[src/rtl/mult_pkg.sv]
// rtl/mult_pkg.sv - shared constants and piso_tx state encodings for the 4x4 multiplier datapath
package mult_pkg;

  localparam int DATA_WIDTH = 8;

  localparam logic IDLE_LINE = 1'b1;
  localparam logic START_BIT = 1'b0;
  localparam logic STOP_BIT  = 1'b1;

  typedef enum logic [2:0] {
    ST_IDLE   = 3'd0,
    ST_START  = 3'd1,
    ST_DATA   = 3'd2,
    ST_PARITY = 3'd3,
    ST_STOP   = 3'd4,
    ST_DONE   = 3'd5,
    ST_HOLD   = 3'd6
  } piso_state_t;

endpackage

[src/rtl/piso_bit_timer.sv]
// rtl/piso_bit_timer.sv - bit-period timer; bit_tick marks the last cycle of each serial bit
module piso_bit_timer #(
  parameter int CLKS_PER_BIT = 1
) (
  input  logic clk,
  input  logic reset,
  input  logic enable,
  input  logic clear,
  output logic bit_tick
);

  localparam int CW = (CLKS_PER_BIT > 1) ? $clog2(CLKS_PER_BIT) : 1;
  localparam logic [CW-1:0] LAST = CW'(CLKS_PER_BIT - 1);

  logic [CW-1:0] cnt;

  always_ff @(posedge clk) begin
    if (reset || clear) begin
      cnt <= '0;
    end else if (enable) begin
      if (cnt == LAST) cnt <= '0;
      else             cnt <= cnt + 1'b1;
    end
  end

  assign bit_tick = enable && (cnt == LAST);

endmodule

[src/rtl/piso_tx.sv]
// rtl/piso_tx.sv - framed serial transmitter for the multiplier product
// Optional even-parity bit after the data bits when PISO_TX_PARITY_EN is defined.
module piso_tx #(
  parameter int DATA_WIDTH   = mult_pkg::DATA_WIDTH,
  parameter int CLKS_PER_BIT = 1,
  parameter int LSB_FIRST    = 1
) (
  input  logic                  clk,
  input  logic                  reset,
  input  logic                  piso_enable,
  input  logic [DATA_WIDTH-1:0] data_in,
  output logic                  serial_out,
  output logic                  busy,
  output logic                  piso_done
);

  import mult_pkg::*;

  localparam int BW = $clog2(DATA_WIDTH);
  localparam logic [BW-1:0] LAST_BIT = BW'(DATA_WIDTH - 1);

  piso_state_t           state;
  logic [DATA_WIDTH-1:0] shreg;
  logic [DATA_WIDTH-1:0] shreg_next;
  logic [BW-1:0]         bit_cnt;
  logic                  out_bit;
  logic                  timer_en;
  logic                  bit_tick;
`ifdef PISO_TX_PARITY_EN
  logic                  parity_bit;
`endif

  // The bit on the line always comes from the outgoing end of the shift register.
  always_comb begin
    out_bit    = 1'b0;
    shreg_next = shreg;
    timer_en   = 1'b0;
    if (LSB_FIRST != 0) begin
      out_bit    = shreg[0];
      shreg_next = {1'b0, shreg[DATA_WIDTH-1:1]};
    end else begin
      out_bit    = shreg[DATA_WIDTH-1];
      shreg_next = {shreg[DATA_WIDTH-2:0], 1'b0};
    end
    timer_en = (state == ST_START) || (state == ST_DATA) ||
               (state == ST_PARITY) || (state == ST_STOP);
  end

  piso_bit_timer #(
    .CLKS_PER_BIT (CLKS_PER_BIT)
  ) u_bit_timer (
    .clk      (clk),
    .reset    (reset),
    .enable   (timer_en),
    .clear    (!timer_en),
    .bit_tick (bit_tick)
  );

  always_ff @(posedge clk) begin
    if (reset) begin
      state      <= ST_IDLE;
      serial_out <= IDLE_LINE;
      busy       <= 1'b0;
      piso_done  <= 1'b0;
      shreg      <= '0;
      bit_cnt    <= '0;
`ifdef PISO_TX_PARITY_EN
      parity_bit <= 1'b0;
`endif
    end else begin
      piso_done <= 1'b0;
      case (state)
        ST_IDLE: begin
          serial_out <= IDLE_LINE;
          busy       <= 1'b0;
          if (piso_enable) begin
            shreg      <= data_in;
            bit_cnt    <= '0;
`ifdef PISO_TX_PARITY_EN
            parity_bit <= ^data_in;
`endif
            serial_out <= START_BIT;
            busy       <= 1'b1;
            state      <= ST_START;
          end
        end
        ST_START: begin
          if (bit_tick) begin
            serial_out <= out_bit;
            shreg      <= shreg_next;
            bit_cnt    <= '0;
            state      <= ST_DATA;
          end
        end
        ST_DATA: begin
          if (bit_tick) begin
            if (bit_cnt == LAST_BIT) begin
`ifdef PISO_TX_PARITY_EN
              serial_out <= parity_bit;
              state      <= ST_PARITY;
`else
              serial_out <= STOP_BIT;
              state      <= ST_STOP;
`endif
            end else begin
              serial_out <= out_bit;
              shreg      <= shreg_next;
              bit_cnt    <= bit_cnt + 1'b1;
            end
          end
        end
`ifdef PISO_TX_PARITY_EN
        ST_PARITY: begin
          if (bit_tick) begin
            serial_out <= STOP_BIT;
            state      <= ST_STOP;
          end
        end
`endif
        ST_STOP: begin
          if (bit_tick) begin
            serial_out <= IDLE_LINE;
            busy       <= 1'b0;
            piso_done  <= 1'b1;
            state      <= ST_DONE;
          end
        end
        ST_DONE: begin
          // Enable already low means the request is over: skip HOLD entirely.
          state <= piso_enable ? ST_HOLD : ST_IDLE;
        end
        ST_HOLD: begin
          if (!piso_enable) state <= ST_IDLE;
        end
        default: begin
          serial_out <= IDLE_LINE;
          busy       <= 1'b0;
          state      <= ST_IDLE;
        end
      endcase
    end
  end

endmodule

[config.mk]
export PLATFORM = sky130hd
export DESIGN_NAME = piso_tx
export DESIGN_NICKNAME = d
export VERILOG_FILES = /design/src/rtl/mult_pkg.sv /design/src/rtl/piso_bit_timer.sv /design/src/rtl/piso_tx.sv
export SDC_FILE = /design/constraint.sdc
export NUM_CORES = 1
export LEC_CHECK = 0
export CORE_ASPECT_RATIO = 1.2
export CORE_MARGIN = 2
export CORE_UTILIZATION = 56
export CTS_CLUSTER_SIZE = 25
export DETAILED_ROUTE_END_ITERATION = 16
export HOLD_SLACK_MARGIN = 0.06
export MAX_ROUTING_LAYER = met4
export PLACE_DENSITY = 0.81
export SETUP_SLACK_MARGIN = 0.5
export SYNTH_ARGS = -nofsm -noshare
export SYNTH_HDL_FRONTEND = slang
export SYNTH_HIERARCHICAL = 1
export SYNTH_SLANG_ARGS = --single-unit
[constraint.sdc]
create_clock -name clk -period 5.6 [get_ports clk]
set_input_delay 0.84 -clock clk [delete_from_list [all_inputs] [get_ports clk]]
set_output_delay 0.84 -clock clk [all_outputs]
set_load 0.02 [all_outputs]
==> results of run 1 <==
worst register-to-register path: cells and delay by family (launching register included):
family	cells	cell delay, ns
AOI/OAI and AO/OA	2	0.55
xor gates and xnor gates	1	0.57
DFF	1	0.68
and+or+nand+nor	3	0.58
sequential cells by signal (all words and copies together), names as in the netlist:
name        flops
serial_out      1
bit_cnt         3
busy            1
shreg           8
state           3
piso_done       1
power by group through the flow:
stage | logic [mW] | clock network, mW | registers [mW]
2_1_floorplan | 0.179 | 0 | 0.166
5_1_grt | 0.205 | 0.0722 | 0.178
4_1_cts | 0.185 | 0.0684 | 0.174
3_5_place_dp | 0.185 | 0 | 0.177
3_3_place_gp | 0.179 | 0 | 0.175
6_report | 0.185 | 0.0670 | 0.174
metrics by stage:
stage | std cells | hold WS (ns) | utilization, % | total power, mW | setup slack, ns
floorplan | 104 | 0.436 | - | 0.344 | 3.57
CTS | 129 | 0.470 | 66.0 | 0.427 | 3.20
global route | 129 | 0.489 | 66.0 | 0.455 | 2.97
global placement | 125 | 0.444 | 64.4 | 0.354 | 3.19
finish | 129 | 0.463 | 66.0 | 0.426 | 3.15
detailed placement | 125 | 0.456 | 64.4 | 0.362 | 3.13
cells in the final DEF (no fill, tap or decap), drive strengths merged, types with 2 or more instances in the layout:
master / instances
nor2: 12
nor2b: 2
o21ai: 2
xnor2: 2
inv: 3
nand2b: 3
clkdlybuf4s50: 13
ha: 2
nor3: 3
dfxtp: 17
nand2: 5
a21oi: 6
mux2i: 7
nand4: 3
a31oi: 2
a211oi: 10
clkbuf: 4
path summary, 6_finish.rpt:
check                                             start                 endpoint
worst max-delay path              state[1]$_SDFFE_PP0P_  bit_cnt[2]$_SDFFE_PP0P_
worst min-delay path            bit_cnt[1]$_SDFFE_PP0P_  bit_cnt[1]$_SDFFE_PP0P_
worst max register to register    state[1]$_SDFFE_PP0P_  bit_cnt[2]$_SDFFE_PP0P_
worst min register to register  bit_cnt[1]$_SDFFE_PP0P_  bit_cnt[1]$_SDFFE_PP0P_
metal layers:
| metal | vias up | wire (um) | GRT usage [%] |
|---|---|---|---|
| met3 | 6 | 64 | 3.70 |
| met2 | 24 | 855 | 30.7 |
| li1 | 389 | - | - |
| met4 | 0 | 45 | 9.68 |
| met1 | 378 | 891 | 25.1 |
| met5 | - | 0 | - |
cell type report:
cell class | count | area [um2]
clock buffer | 4 | 26.3
sequential | 17 | 340
timing repair buffer | 13 | 130
tap | 18 | 22.5
inverter | 3 | 11.3
multi-input combinational | 74 | 541
fill | 137 | 551
==> run summary, run 1 <==
=======================================================================================
Outcome .................................................................. finished, final reports clean
Total die area ...........................................................  0.00207 mm2
IR drop worst, VDD .......................................................   0.000238 V
Average wire per standard cell ...........................................      14.4 um
Number of buffers and inverters on the critical path .....................            0
Minimum clock period .....................................................      2.45 ns
Area post-placement ......................................................  0.00104 mm2
Slowest cell on the critical path ........................................ sky130_fd_sc_hd__dfxtp_1
Detailed Place HPWL ......................................................      1320 um
Count of H-tree levels built during CTS ..................................            1
Number of vias per cell after detailed routing ...........................         6.18
Number of diodes .........................................................            0
Horizontal die dimension .................................................      41.8 um
Peak fanout along the critical path ......................................           17
Final setup fails ........................................................            0
Post-layout net count ....................................................          125
Count of final hold-check violations .....................................            0
Count of buffers added by post-CTS timing repair for setup ...............            0
Vias in the first global route ...........................................          741
Chain of cells forming the critical path ................................. nor2_1, xnor2_1, nor2b_1, a211o_2, nand4_1, a21oi_1
Row cnt ..................................................................           16
Setup skew after layout ..................................................   0.00566 ns
Final instance area ......................................................  0.00107 mm2
Transition time at the pin with the least slew margin ....................     0.796 ns
Cell Area, Synth .........................................................      962 um2
Core Footprint ...........................................................  0.00162 mm2
Share of the clock period used by the worst path .........................        43.8%
Overall Global Routing Usage .............................................        20.0%
Syn_nets .................................................................          117
First-pass iteration count of the detailed router ........................            4
Critical setup path kind .................................................   reg -> reg
Static leakage ...........................................................     0.399 nW
Total number of cells along the worst setup path .........................            6
Combinational fraction of design power ...................................        43.4%
Setup TNS ................................................................         0 ns
Worst-path clk slew ......................................................      0.10 ns
Number of vias in the routed layout ......................................          797
Worst path top cell family by delay ......................................   flip-flops
Sort of element at the end of the critical path ..........................     register
Max clock buf depth ......................................................            2
Clock tree from TritonCTS ................................................        built
Warnings from Yosys ......................................................            6
Final max-slew violation count ...........................................            0
Kind of start point of the critical path .................................     register
DRC viols ................................................................            0
Number of antenna violations at the first check in global routing ........            0
Synthesized instance count ...............................................          104
Arrival time reported for the critical path endpoint .....................      2.67 ns
Number of violations reported at the end of detailed-routing iteration 0 .           11
Total congestion overflow ................................................            0
Number of nets with antenna violations after detailed routing ............            0
Required time of the worst setup path ....................................      5.82 ns
Sequential power share ...................................................        40.9%
Length in cells of the worst reg-to-reg path .............................            6
Weighted congestion reported at the end of routability-driven placement ..        0.820
First-pass GRT wire length ...............................................      3140 um
Root buffer selected by CTS .............................................. sky130_fd_sc_hd__clkbuf_4
TritonCTS buffer count ...................................................            3
Chip height ..............................................................      49.4 um
Starting density of the core .............................................        59.3%
Worst stage delay on the critical path ...................................      0.68 ns
Psw ......................................................................     0.166 mW
Sw frac ..................................................................        39.0%
Area growth from synthesis to layout .....................................        11.3%
Maximum Capacitance Violations ...........................................            0
Per-instance average area after synthesis ................................     9.25 um2
Power density relative to cell area ......................................   398 mW/mm2
Count of input and output buffers ........................................           13
Clk network pwr share ....................................................        15.7%
Io pins ..................................................................           14
Clk sinks ................................................................           17
Clock latency on the worst-skew pair .....................................      0.30 ns
Routed wire length .......................................................      1860 um
Internal Pwr Total .......................................................     0.260 mW
Layout cell share with drive strength beyond 1 ...........................        12.6%
Setup slack, reg-to-reg ..................................................      3.15 ns
Max-Slew Margin vs Limit .................................................        46.8%
Total of hold buffers inserted after clock tree synthesis ................            0
Post-cts resize count ....................................................            0
Unrepaired setup endpoints after global routing ..........................        false
Max Freq .................................................................      408 MHz
Worst min-delay path class ...............................................   reg -> reg
Depth of the worst hold-timing path ......................................            2
Pin count of the biggest net entering global routing .....................           19
=======================================================================================
(Power assumes the default switching activity.)
==> run 2, diff against run 1 <==
Settings changed: CORE_UTILIZATION 56 to 47, PLACE_DENSITY 0.81 to 0.72.
Clock period 5.6 ns to 2.2 ns, I/O delays scaled along.
==> run summary, run 2 (same netlist as run 1, synthesis figures left out) <==
=======================================================================================
Number of vias per cell after detailed routing ...........................         6.05
Max Freq .................................................................      619 MHz
Commonest cells after routing, fill and taps aside ....................... sky130_fd_sc_hd__dfxtp_1 (13), sky130_fd_sc_hd__clkdlybuf4s50_1 (13), sky130_fd_sc_hd__nor2_1 (9)
Vias in the first global route ...........................................          772
Worst-path clk slew ......................................................      0.10 ns
Peak fanout along the critical path ......................................            4
Unrepaired setup endpoints after global routing ..........................         true
Total of hold buffers inserted after clock tree synthesis ................            0
Total congestion overflow ................................................            0
Detailed Place HPWL ......................................................      1380 um
Io pins ..................................................................           14
Final instance area ......................................................  0.00123 mm2
Transition time at the pin with the least slew margin ....................     0.436 ns
Pre-CTS setup slack ......................................................     0.276 ns
Number of vias in the routed layout ......................................          841
Core Footprint ...........................................................  0.00189 mm2
Maximum Capacitance Violations ...........................................            0
Critical setup path kind .................................................   reg -> reg
Row cnt ..................................................................           17
Sort of element at the end of the critical path ..........................     register
Final Power ..............................................................      1.25 mW
Worst path top cell family by delay ......................................  adder cells
Worst stage delay on the critical path ...................................      0.34 ns
Chain of cells forming the critical path ................................. ha_1, ha_4, nor3b_4, buf_4, a211oi_2, a22oi_1, nor2_1
Sw frac ..................................................................        38.7%
Number of diodes .........................................................            0
Final setup fails ........................................................            0
Worst hold slack .........................................................     0.473 ns
Post-Layout Cell Count ...................................................          139
DRC viols ................................................................            0
Power density relative to cell area ......................................  1010 mW/mm2
# placed instances .......................................................          132
First-pass GRT wire length ...............................................      3480 um
Routed wire length .......................................................      2150 um
Area post-placement ......................................................  0.00112 mm2
Largest registers ranked by flip-flop count .............................. shreg x8, bit_cnt x3, state x3
Weighted congestion reported at the end of routability-driven placement ..        0.788
Required time of the worst setup path ....................................      2.38 ns
Total die area ...........................................................  0.00243 mm2
TritonCTS buffer count ...................................................            3
Number of violations reported at the end of detailed-routing iteration 0 .           19
Clk network pwr share ....................................................        13.6%
Area growth from synthesis to layout .....................................        28.1%
Psw ......................................................................     0.483 mW
Starting density of the core .............................................        50.8%
Minimum clock period .....................................................      1.62 ns
Clock tree from TritonCTS ................................................        built
Most flops, register .....................................................        shreg
Sequential power share ...................................................        33.4%
Arrival time reported for the critical path endpoint .....................      1.80 ns
Clk sinks ................................................................           17
Count of H-tree levels built during CTS ..................................            1
Setup skew after layout ..................................................   0.00177 ns
Root buffer selected by CTS .............................................. sky130_fd_sc_hd__clkbuf_4
Average wire per standard cell ...........................................      15.5 um
First-pass iteration count of the detailed router ........................            4
Layout cell share with drive strength beyond 1 ...........................        30.0%
Final max-slew violation count ...........................................            0
Static leakage ...........................................................     0.468 nW
Number of antenna violations at the first check in global routing ........            0
Max-Slew Margin vs Limit .................................................        70.8%
Core occupancy in the finished layout ....................................        65.1%
IR drop worst, VDD .......................................................   0.000520 V
Flip-flop count of the largest register, all copies and words added ......            8
Outcome .................................................................. finished, final reports clean
Count of input and output buffers ........................................           13
Pin count of the biggest net entering global routing .....................           19
Combinational fraction of design power ...................................        53.0%
Chip height ..............................................................      53.6 um
Post-layout net count ....................................................          134
Setup TNS ................................................................         0 ns
Slowest cell on the critical path ........................................ sky130_fd_sc_hd__dfxtp_2
Overall Global Routing Usage .............................................        20.2%
Worst min-delay path class ...............................................   reg -> reg
Internal Pwr Total .......................................................     0.765 mW
Final worst setup slack ..................................................     0.584 ns
Kind of start point of the critical path .................................     register
Share of the clock period used by the worst path .........................        73.5%
Number of nets with antenna violations after detailed routing ............            0
Horizontal die dimension .................................................      45.3 um
Clock latency on the worst-skew pair .....................................      0.29 ns
Max clock buf depth ......................................................            2
Number of buffers and inverters on the critical path .....................            1
FILL cells ...............................................................          150
Count of final hold-check violations .....................................            0
=======================================================================================
-- run 2: changes by cell type in the layout (fill, tap and decap cells not counted), sizes merged --
cell	delta
buf	+8
a211o	+1
-- run 2: area by class of cell --
| cell class | instances | area, um2 | area share (%) |
|---|---|---|---|
| clock buffer | 4 | 26.3 | 2.13 |
| inverter | 3 | 11.3 | 0.914 |
| multi-input combinational | 75 | 633 | 51.4 |
| sequential | 17 | 348 | 28.2 |
| tap | 19 | 23.8 | 1.93 |
| timing repair buffer | 21 | 190 | 15.4 |
-- run 2: final timing paths --
path	startpoint	to	slack, ns	cells after the start
setup / recovery	bit_cnt[0]$_SDFFE_PP0P_	shreg[7]$_SDFFE_PP0P_	0.58	7
hold / removal	bit_cnt[1]$_SDFFE_PP0P_	bit_cnt[1]$_SDFFE_PP0P_	0.47	2
setup reg to reg	bit_cnt[0]$_SDFFE_PP0P_	shreg[7]$_SDFFE_PP0P_	0.58	7
hold reg to reg	bit_cnt[1]$_SDFFE_PP0P_	bit_cnt[1]$_SDFFE_PP0P_	0.47	2
-- run 2: what timing repair did --
item                                    in CTS  in global routing
endpoints found under the setup margin      11                 10
cloned                                       1                  0
setup buffers                                0                  2
gates resized for setup                      5                  9
pin swaps                                    1                  2
-- run 2: worst min-delay path, cell delays in order (launching register included) --
cell and delay [ns]:
sky130_fd_sc_hd__dfxtp_1 0.33, sky130_fd_sc_hd__nand2_1 0.06, sky130_fd_sc_hd__a21oi_1 0.05
-- run 2: power groups by stage --
stage	sequential (mW)	combinational [mW]	clock, mW
6_report	0.417	0.661	0.169
3_5_place_dp	0.424	0.577	0
4_1_cts	0.416	0.625	0.176
3_3_place_gp	0.421	0.562	0
5_1_grt	0.426	0.713	0.197
2_1_floorplan	0.427	0.515	0
-- run 2: metal layers --
metal / global-route usage, % / wire (um) / part of all wire, %
met4: 5.88 / 24 / 1.1
met5: - / 0 / 0
met2: 31.7 / 1060 / 49
met3: 3.02 / 60 / 2.8
met1: 26.8 / 1010 / 47
==> run 3, diff against run 2 <==
Clock period 2.2 ns to 1.3 ns, I/O delays scaled along.
==> run summary, run 3 (same netlist as run 1, synthesis figures left out) <==
=======================================================================================
IR drop worst, VDD .......................................................    0.00108 V
Power density relative to cell area ......................................  1700 mW/mm2
Core Footprint ...........................................................  0.00189 mm2
Clk network pwr share ....................................................        11.8%
Final max-slew violation count ...........................................            0
Sw frac ..................................................................        37.6%
Maximum Capacitance Violations ...........................................            0
Core occupancy in the finished layout ....................................        78.2%
Chain of cells forming the critical path ................................. nor2_4, xnor2_1, buf_4, and4bb_2, a211o_4, nor2_1, a211oi_2
Sequential power share ...................................................        28.7%
Minimum clock period .....................................................      1.62 ns
Layout cell share with drive strength beyond 1 ...........................        50.0%
Internal Pwr Total .......................................................      1.57 mW
Average wire per standard cell ...........................................      16.8 um
Weighted congestion reported at the end of routability-driven placement ..        0.830
Share of the clock period used by the worst path .........................         125%
Final instance area ......................................................  0.00148 mm2
Area post-placement ......................................................  0.00122 mm2
Static leakage ...........................................................     0.587 nW
Detailed Place HPWL ......................................................      1440 um
Transition time at the pin with the least slew margin ....................     0.344 ns
FILL cells ...............................................................          125
Post-layout net count ....................................................          152
Number of diodes .........................................................            0
Root buffer selected by CTS .............................................. sky130_fd_sc_hd__clkbuf_4
Count of H-tree levels built during CTS ..................................            1
Number of vias in the routed layout ......................................          927
Peak fanout along the critical path ......................................            8
Commonest cells after routing, fill and taps aside ....................... sky130_fd_sc_hd__buf_4 (18), sky130_fd_sc_hd__clkdlybuf4s50_1 (10), sky130_fd_sc_hd__nor2_1 (9), sky130_fd_sc_hd__dfxtp_1 (9)
Clock latency on the worst-skew pair .....................................      0.30 ns
Commonest non-fill, non-tap cell in the layout ........................... sky130_fd_sc_hd__buf_4
Total die area ...........................................................  0.00243 mm2
Number of antenna violations at the first check in global routing ........            0
Unrepaired setup endpoints after global routing ..........................         true
Worst path top cell family by delay ...................................... simple AND/OR/NAND/NOR gates
Worst hold slack .........................................................     0.490 ns
Critical setup path kind .................................................   reg -> reg
Failing checks ........................................................... setup timing
Clock tree from TritonCTS ................................................        built
# placed instances .......................................................          142
Combinational fraction of design power ...................................        59.5%
Number of nets with antenna violations after detailed routing ............            0
Worst-path clk slew ......................................................      0.10 ns
Number of buffers and inverters on the critical path .....................            1
Starting density of the core .............................................        50.8%
Slowest cell on the critical path ........................................ sky130_fd_sc_hd__dfxtp_2
Max clock buf depth ......................................................            2
Post-Layout Cell Count ...................................................          157
Arrival time reported for the critical path endpoint .....................      1.81 ns
Largest registers ranked by flip-flop count .............................. shreg x8, bit_cnt x3, state x3
Count of input and output buffers ........................................           13
Number of vias per cell after detailed routing ...........................         5.90
First-pass GRT wire length ...............................................      3790 um
Max-Slew Margin vs Limit .................................................        77.1%
Total of hold buffers inserted after clock tree synthesis ................            0
Area growth from synthesis to layout .....................................        53.8%
Horizontal die dimension .................................................      45.3 um
TritonCTS buffer count ...................................................            3
Psw ......................................................................     0.947 mW
First-pass iteration count of the detailed router ........................            4
Io pins ..................................................................           14
Required time of the worst setup path ....................................      1.49 ns
Worst min-delay path class ...............................................   reg -> reg
Most flops, register .....................................................        shreg
Final Power ..............................................................      2.52 mW
Outcome .................................................................. finished with violations
Chip height ..............................................................      53.6 um
Total congestion overflow ................................................            0
Sort of element at the end of the critical path ..........................     register
Final setup fails ........................................................           16
Max Freq .................................................................      616 MHz
Flip-flop count of the largest register, all copies and words added ......            8
Final worst setup slack ..................................................    -0.322 ns
Vias in the first global route ...........................................          878
Overall Global Routing Usage .............................................        22.3%
Kind of start point of the critical path .................................     register
Pin count of the biggest net entering global routing .....................           19
Row cnt ..................................................................           17
Count of final hold-check violations .....................................            0
Clk sinks ................................................................           17
Routed wire length .......................................................      2640 um
Worst stage delay on the critical path ...................................      0.35 ns
DRC viols ................................................................            0
Setup skew after layout ..................................................  0.000730 ns
Number of violations reported at the end of detailed-routing iteration 0 .           29
=======================================================================================
==> run 3: changes by cell type in the layout (fill, tap and decap cells not counted), sizes merged <==
cell	previous run	this run
clkdlybuf4s50	13	10
buf	8	28
clkbuf	4	5
==> run 3: path summary, 6_finish.rpt <==
| kind | start | slack [ns] | to | depth (start not counted) |
|---|---|---|---|---|
| hold reg to reg | bit_cnt[1]$_SDFFE_PP0P_ | 0.49 | bit_cnt[1]$_SDFFE_PP0P_ | 2 |
| setup / recovery | state[0]$_SDFFE_PP0P_ | -0.32 | shreg[5]$_SDFFE_PP0P_ | 7 |
| hold / removal | bit_cnt[1]$_SDFFE_PP0P_ | 0.49 | bit_cnt[1]$_SDFFE_PP0P_ | 2 |
| setup reg to reg | state[0]$_SDFFE_PP0P_ | -0.32 | shreg[5]$_SDFFE_PP0P_ | 7 |
==> run 3: layout make-up <==
type | instances | area, um2 | share of cell area, %
repair buffers | 39 | 390 | 26.4
multi-input cells | 75 | 673 | 45.5
clock buffers | 4 | 26.3 | 1.78
flip-flops and latches | 17 | 353 | 23.8
inverters | 3 | 13.8 | 0.930
well taps | 19 | 23.8 | 1.61
==> run 3: worst register-to-register path, delay by kind of cell, from the launching register on <==
kind	cells	cell delay, ns
AOI/OAI and AO/OA	2	0.38
and+or+nand+nor	3	0.54
DFF	1	0.35
buffers and inverters	1	0.15
xor gates and xnor gates	1	0.09
==> run 3: power groups by stage <==
stage | registers (mW) | logic [mW] | clock network (mW)
after CTS | 0.715 | 1.31 | 0.292
after global placement | 0.712 | 1.07 | 0
final | 0.722 | 1.50 | 0.297
after floorplan | 0.722 | 0.886 | 0
after detailed placement | 0.715 | 1.09 | 0
after global routing | 0.735 | 1.60 | 0.324
==> run 3: per-stage QoR <==
| stage | worst slack (ns) | TNS (ns) |
|---|---|---|
| after global routing | -0.367 | -4.88 |
| final | -0.322 | -4.10 |
| after CTS | -0.269 | -3.26 |
| after detailed placement | -0.376 | -4.43 |
| after global placement | -0.352 | -4.11 |
| after floorplan | -0.542 | -6.64 |
==> run 3: metal layers <==
layer	global-route usage, %	up-vias	wire length (um)
li1	-	447	-
met2	37.1	32	1240
met5	-	-	0
met1	25.8	440	1200
met3	3.02	8	118
met4	11.8	0	80
==> run 3: what timing repair did <==
action / CTS / global route
resized for setup: 43 / 11
pin swaps: 12 / 13
endpoints found under the setup margin: 20 / 20
buffers inserted: 6 / 3
cloned: 1 / 1
